<file path="config.mk">
export PLATFORM = sky130hd
export DESIGN_NAME = apb_mem_slave
export DESIGN_NICKNAME = d
export VERILOG_FILES = /design/src/rtl/apb_mem_slave.sv
export SDC_FILE = /design/constraint.sdc
export NUM_CORES = 1
export LEC_CHECK = 0
export CORE_MARGIN = 3
export CORE_UTILIZATION = 64
export CTS_CLUSTER_DIAMETER = 80
export CTS_CLUSTER_SIZE = 25
export DETAILED_ROUTE_END_ITERATION = 16
export DONT_BUFFER_PORTS = 1
export PLACE_DENSITY = 0.86
export SLEW_MARGIN = 20
export SYNTH_ARGS = -nofsm -noshare
export SYNTH_HDL_FRONTEND = slang
export SYNTH_SLANG_ARGS = --single-unit
</file>
<file path="constraint.sdc">
create_clock -name pclk -period 22.3 [get_ports pclk]
set_input_delay 3.345 -clock pclk [delete_from_list [all_inputs] [get_ports pclk]]
set_output_delay 3.345 -clock pclk [all_outputs]
set_load 0.05 [all_outputs]
</file>
<file path="src/rtl/apb_mem_slave.sv">
// APB slave with a word-addressed memory, WAIT_STATES stall cycles and an out-of-range error.
// Define APB_MEM_PSTRB_EN to add the pstrb port and byte-lane write strobes.
module apb_mem_slave #(
   parameter int ADDR_WIDTH  = 8,
   parameter int DATA_WIDTH  = 32,
   parameter int DEPTH       = 16,
   parameter int WAIT_STATES = 0
) (
   input  logic                    pclk,
   input  logic                    preset,
   input  logic                    psel,
   input  logic                    penable,
   input  logic                    pwrite,
   input  logic [ADDR_WIDTH-1:0]   paddr,
   input  logic [DATA_WIDTH-1:0]   pwdata,
`ifdef APB_MEM_PSTRB_EN
   input  logic [DATA_WIDTH/8-1:0] pstrb,
`endif
   output logic [DATA_WIDTH-1:0]   prdata,
   output logic                    pready,
   output logic                    pslverr
);

   localparam int NB       = DATA_WIDTH / 8;
   localparam int ADDR_LSB = (NB > 1) ? $clog2(NB) : 0;
   localparam int IDX_W    = ADDR_WIDTH - ADDR_LSB;
   localparam int MEM_AW   = (DEPTH > 1) ? $clog2(DEPTH) : 1;
   localparam logic [IDX_W:0] DEPTH_L = (IDX_W + 1)'(DEPTH);

   typedef enum logic [1:0] {IDLE, ACCESS, DONE} state_t;

   state_t                r_state, w_next;
   logic [3:0]            r_cnt;
   logic [IDX_W-1:0]      r_idx, w_idx;
   logic                  r_write, w_write;
   logic [DATA_WIDTH-1:0] r_wdata;
   logic [DATA_WIDTH-1:0] r_mem [DEPTH];
   logic [NB-1:0]         w_strb;
   logic                  w_setup, w_err, w_commit;
   logic                  w_pready_nxt, w_pslverr_nxt;
   logic [DATA_WIDTH-1:0] w_prdata_nxt, w_rdword;
   logic                  w_unused;

   // Byte-offset bits of paddr never select anything.
   assign w_unused = ^paddr;
   assign w_setup  = (r_state == IDLE) && psel && !penable;

`ifdef APB_MEM_PSTRB_EN
   logic [NB-1:0] r_strb;
   always_ff @(posedge pclk or posedge preset)
      if (preset)       r_strb <= '0;
      else if (w_setup) r_strb <= pstrb;
   assign w_strb = r_strb;
`else
   assign w_strb = '1;
`endif

   always_ff @(posedge pclk or posedge preset)
      if (preset) r_state <= IDLE;
      else        r_state <= w_next;

   always_comb begin
      w_next = r_state;
      case (r_state)
         IDLE:    if (w_setup) w_next = (WAIT_STATES > 0) ? ACCESS : DONE;
         ACCESS:  if (!psel) w_next = IDLE;
                  else if (r_cnt == 4'd1) w_next = DONE;
         DONE:    w_next = IDLE;
         default: w_next = IDLE;
      endcase
   end

   // In IDLE the zero-wait path enters DONE straight from setup, so decode the live bus.
   always_comb begin
      w_idx         = (r_state == IDLE) ? paddr[ADDR_WIDTH-1:ADDR_LSB] : r_idx;
      w_write       = (r_state == IDLE) ? pwrite : r_write;
      w_err         = ({1'b0, w_idx} >= DEPTH_L);
      w_rdword      = r_mem[w_idx[MEM_AW-1:0]];
      w_pready_nxt  = (w_next == DONE);
      w_pslverr_nxt = w_pready_nxt && w_err;
      w_prdata_nxt  = prdata;
      if (w_pready_nxt && !w_write) w_prdata_nxt = w_err ? '0 : w_rdword;
      w_commit      = (r_state == DONE) && psel && r_write && !w_err;
   end

   always_ff @(posedge pclk or posedge preset)
      if (preset) begin
         r_cnt   <= '0;
         r_idx   <= '0;
         r_write <= 1'b0;
         r_wdata <= '0;
         prdata  <= '0;
         pready  <= 1'b0;
         pslverr <= 1'b0;
         for (int i = 0; i < DEPTH; i++) r_mem[i] <= '0;
      end else begin
         if (w_setup) begin
            r_cnt   <= 4'(WAIT_STATES);
            r_idx   <= paddr[ADDR_WIDTH-1:ADDR_LSB];
            r_write <= pwrite;
            r_wdata <= pwdata;
         end else if (r_state == ACCESS) begin
            r_cnt <= r_cnt - 4'd1;
         end
         prdata  <= w_prdata_nxt;
         pready  <= w_pready_nxt;
         pslverr <= w_pslverr_nxt;
         if (w_commit)
            for (int b = 0; b < NB; b++)
               if (w_strb[b]) r_mem[r_idx[MEM_AW-1:0]][b*8 +: 8] <= r_wdata[b*8 +: 8];
      end

endmodule

</file>
# After elaboration in Yosys (flattened, before gate mapping)
# Cells that the tools add are included.
totals:
  wordCells: 75
  ff_bits: 591
  in_bits: 45
classes:
  n_lt_le_gt_ge: 4
  n_addsub: 1
  bitwise_logic: 2
  reduce_logical: 13
  eq_ne: 4
  n_mux: 27
ops:
  columns: ["cell", "count"]
  rows:
  - ["512-bit bitwise mux", 4]
  - ["512-bit 2-to-1 mux", 3]
  - ["32-bit demux with 4-bit select", 4]
  - ["32-bit binary-select mux with 4-bit select", 1]
  - ["32-bit 2-to-1 mux", 4]
  - ["24-bit 2-to-1 mux", 1]
  - ["16-bit 2-to-1 mux", 1]
  - ["5-bit >= comparator, second input constant", 2]
  - ["4-bit NOT with 5-bit output", 2]
  - ["1-bit logical AND", 8]
  - ["4-bit 2-to-1 mux", 2]
  - ["8-bit 2-to-1 mux", 1]
  - ["6-bit by 5-bit >= comparator with 1-bit output, second input constant", 1]
  - ["2-bit 2-to-1 mux", 3]
  - ["6-bit 2-to-1 mux", 1]
  - ["5-bit by 1-bit < comparator with 1-bit output, second input constant", 1]
  - ["2-bit == test, second input constant", 2]
  - ["4-bit by 1-bit == test with 1-bit output, second input constant", 1]
  - ["2-bit one-hot mux with 2 select lines", 1]
  - ["4-bit by 1-bit subtractor with 4-bit output, second input constant", 1]
  - ["1-bit logical NOT", 3]
  - ["2-bit by 1-bit == test with 1-bit output, second input constant", 1]
  - ["2-bit logical NOT", 1]
  - ["2-bit nonzero test", 1]
  - ["1-bit 2-to-1 mux", 1]

# Longest topological paths before layout
logic_depth:
  ltp_word: 12
  depth_mapped: 9
  ltp_nobuf: 8

# Least setup slack after synthesis
# OpenSTA, ideal clock, no wires.
synth_path:
  kind: "input to register"
  start: "input psel"
  end: "register r_mem[160] in the netlist's numbering"
  setup_time_ns: 0.125
  path_stages: 7
  slack_ns: 17.162
  t_arrival_ns: 5.013
  n_path_buf: 2
  cell_sequence: "and2_2 > nand4b_4 > or3b_4 > or3b_1 > buf_6 > buf_6 > mux2_4"
synth_between:
  elab_chain_cells: 3
synth_rtl:
  columns: ["element", "line", "text"]
  rows:
  - ["from (decl)", "11", "input logic psel,"]
  - ["1-bit logical AND (3 in series)", "83", "w_commit = (r_state == DONE) && psel && r_write && !w_err;"]
  - ["to (signal, indexed assignment)", "110", "if (w_strb[b]) r_mem[r_idx[MEM_AW-1:0]][b*8 +: 8] <= r_wdata[b*8 +: 8];"]
  - ["to (decl)", "37", "logic [DATA_WIDTH-1:0] r_mem [DEPTH];"]
# No other way between the ends.
# A chain may end at the register's enable or synchronous reset.

# Worst setup path in the final report
layout_path:
  start: "input paddr[2]"
  end: "register prdata[24]"
layout_between:
  elab_chain_cells: 6
layout_rtl:
  columns: ["element", "line", "text"]
  rows:
  - ["from (decl)", "14", "input logic [ADDR_WIDTH-1:0] paddr,"]
  - ["6-bit 2-to-1 mux (*)", "75", "w_idx = (r_state == IDLE) ? paddr[ADDR_WIDTH-1:ADDR_LSB] : r_idx;"]
  - ["4-bit NOT with 5-bit output (not written as such)", "78", "w_rdword = r_mem[w_idx[MEM_AW-1:0]];"]
  - ["32-bit binary-select mux with 4-bit select", "78", null]
  - ["32-bit 2-to-1 mux (not written as such) (2 in series)", "78", null]
  - ["32-bit 2-to-1 mux (*)", "82", "if (w_pready_nxt && !w_write) w_prdata_nxt = w_err ? '0 : w_rdword;"]
  - ["to (signal assigned)", "105", "prdata <= w_prdata_nxt;"]
  - ["to (decl)", "19", "output logic [DATA_WIDTH-1:0] prdata,"]
# Every way passes the cells marked *; elsewhere a longest branch is shown, timed or not. The select of a mux whose other input is x is not followed.

==> flow_summary.json <==
{
  "finalCriticalPeriod_ps": 5920,
  "first_pass_iters": 5,
  "place.port_buffers": 0,
  "reg2reg_slack_ps": 17950,
  "gp_congestion": 0.791,
  "slew_viol_final": 0,
  "fin_nets": 2066,
  "p_leak_nw": 13.1,
  "grt_setup_unrepaired": "false",
  "path_max_fanout": 94,
  "drv_cap": 0,
  "synth-simple-area-share": 0.0990,
  "synth_mux_area_frac": 0.268,
  "async_flop_share": 1.00,
  "syn2layout_area_growth_pct": 4.84,
  "status": "completed",
  "worst_skew_pair.late_latency_ps": 610,
  "p_per_area_nw_per_um2": 76.5,
  "critPathCaptureType": "flop",
  "clkSinkCount": 591,
  "power.total_mw": 2.10,
  "antenna_cells": 0,
  "ys_types": 40,
  "io_pins": 79,
  "synth_top_family_by_area": "multiplexers",
  "first_iter_violations": 1542,
  "post_cts_buffers": 0,
  "coreArea_um2": 40100,
  "drc": 0,
  "h-tree-depth": 1,
  "ant_nets": 0,
  "synthesis.instances": 2124,
  "gr-usage-met3": 0.0406,
  "met1_usage": 0.372,
  "drive_above_1_share": 0.325,
  "yosys-top-cells-area": "dfrtp_1 (56%), mux2_2 (22%), nand2_1 (5.7%)",
  "clock_path_buffers": 3,
  "met2_usage": 0.472,
  "crit_path_end": "prdata[24]$_DFFE_PP0P_",
  "hold_class": "flop to flop",
  "grt_pass1_vias": 17200,
  "grt_pass1_wl_mm": 96.4,
  "vias": 16800,
  "layout.cells.non_filler": 2556,
  "die_area_um2": 43500,
  "r2r-start": "r_state[1]$_DFF_PP0_",
  "finalWirelength_mm": 61.7,
  "synth.cell_area_um2": 26300,
  "postCtsHoldBufs": 0,
  "synth_most_common_cell": "dfrtp_1",
  "gr-max-usage-layer": "met2",
  "holdWs_ps": 508,
  "die_x_um": 209,
  "slew_headroom": 0.213,
  "worstPathRequired_ps": 22750,
  "r2r-end": "prdata[24]$_DFFE_PP0P_",
  "rows": 73,
  "synth-compound-area-share": 0.0393,
  "viasPerCell": 6.58,
  "synth_xor_area_frac": 0.00100,
  "place_hpwl_mm": 33.3,
  "yosysWarnings": 0,
  "hold_viol": 0,
  "cp-start-kind": "primary input",
  "dp_cells": 2512,
  "crit_start": "paddr[2]",
  "max_freq_mhz": 169,
  "fin_crit_sh": 0.265,
  "clkTransAtPathRegs_ps": 100,
  "numCtsBuffers": 29,
  "ys_seq_area_frac": 0.563,
  "synth-edff-count": 0,
  "synthAdderAreaFrac": 0.000953,
  "ir_worst_vdd_mv": 0.0790,
  "fp.dieH_um": 209,
  "critPathKind": "primary input to flop",
  "wl_per_cell_um": 24.1,
  "syn_avg_cell_area_um2": 12.4,
  "cts_tree": "done",
  "setup_violations": 0,
  "grt_overflow": 0,
  "initial_core_util": 0.655,
  "tightestPinTransition_ps": 1180,
  "synth.largest_area_cell": "dfrtp_1",
  "finalSetupTns_ps": 0,
  "synth_common_cells": "dfrtp_1 (591), mux2_2 (519), nand2_1 (396)",
  "cts_root_buf": "clkbuf_16",
  "reg2regPathDepth": 8,
  "cp.arrival_ps": 6370,
  "synth_top_flop_cell": "dfrtp_1",
  "finClkSkew_ps": 29.0,
  "syn_nets": 2171,
  "grt_max_degree": 146,
  "netlist.area_leader.share": 0.563,
  "antenna_found_initial": 0,
  "ys_ff_latch": 591,
  "grt_use_total": 0.278,
  "cts.repair.resized": 0
}
[worst min-delay path by stage]
| stage | from | end | slack [ps] | cells after the start |
|---|---|---|---|---|
| 6_report | r_mem[383]$_DFFE_PP0P_ | r_mem[383]$_DFFE_PP0P_ | 510 | 1 |
| 5_1_grt | r_mem[474]$_DFFE_PP0P_ | r_mem[474]$_DFFE_PP0P_ | 520 | 1 |
| 4_1_cts | r_mem[383]$_DFFE_PP0P_ | r_mem[383]$_DFFE_PP0P_ | 510 | 1 |
| 3_3_place_gp | r_mem[360]$_DFFE_PP0P_ | r_mem[360]$_DFFE_PP0P_ | 470 | 1 |
| 3_5_place_dp | r_mem[383]$_DFFE_PP0P_ | r_mem[383]$_DFFE_PP0P_ | 480 | 1 |
| 2_1_floorplan | r_mem[360]$_DFFE_PP0P_ | r_mem[360]$_DFFE_PP0P_ | 460 | 1 |
[report_power, final]
group / switching [mW] / total [mW] / internal, mW
sequential: 0.117 / 1.26 / 1.14
clock: 0.339 / 0.620 / 0.281
combinational: 0.131 / 0.225 / 0.0941
[cells by family after synthesis]
family,count (synthesis)
XOR/XNOR,3
buffers and inverters,176
flip-flops,591
adder cells (fa/ha/maj),2
AO/OA/AOI/OAI,132
multiplexers,622
AND/OR/NAND/NOR,598
[state kept, by name, summed over array words and instances, names as in the netlist]
name	cells
pslverr	1
pready	1
r_write	1
r_cnt	4
r_idx	6
r_state	2
r_mem	512
r_wdata	32
prdata	32
[critical path, stage by stage]
cell	delay [ps]
mux2_8	570
buf_4	770
buf_4	830
mux2i_1	280
a32oi_1	100
a32oi_1	280
o21ai_0	120
[placed cells by master (no fill, tap or decap), drive strengths merged]
cell,count
nor2,18
o21ai,32
or3b,3
xnor2,1
a211oi,1
a32oi,96
and2,2
nand2b,2
nor4b,1
nand2,396
nor3,8
nor4,1
clkinv,4
bufinv,3
ha,2
a21oi,1
nand4,32
a31o,2
nor2b,2
buf,37
nor3b,1
nand3,129
mux2,554
mux2i,68
nand4b,1
xor2,2
dfrtp,591
clkbuf,32
or4,1
or2,1
inv,4
clkinvlp,3
[metrics by stage]
stage | cell area [um2] | util | worst slack, ps
4_1_cts | 27500 | 0.686 | 16410
6_report | 27500 | 0.687 | 16380
3_3_place_gp | 26600 | 0.663 | 15880
2_1_floorplan | 26300 | - | 2420
5_1_grt | 27500 | 0.687 | 16220
3_5_place_dp | 26600 | 0.663 | 15820
[routing by layer]
metal  part of all wire  vias to the layer above
li1                   -                     7279
met1               0.40                     8811
met2               0.50                      589
met3              0.061                      140
met4              0.033                        0
met5                  0                        -
[layout make-up]
cell class                      count  area (um2)
Clock buffer                       32         757
Tap cell                          525         657
Inverter                            3        18.8
Fill cell                        2718       12600
Clock inverter                     11         151
Sequential cell                   591       14800
Multi-Input combinational cell   1357       10900
Timing Repair Buffer               37         298
No activity file was read; power rests on OpenSTA's default activity.
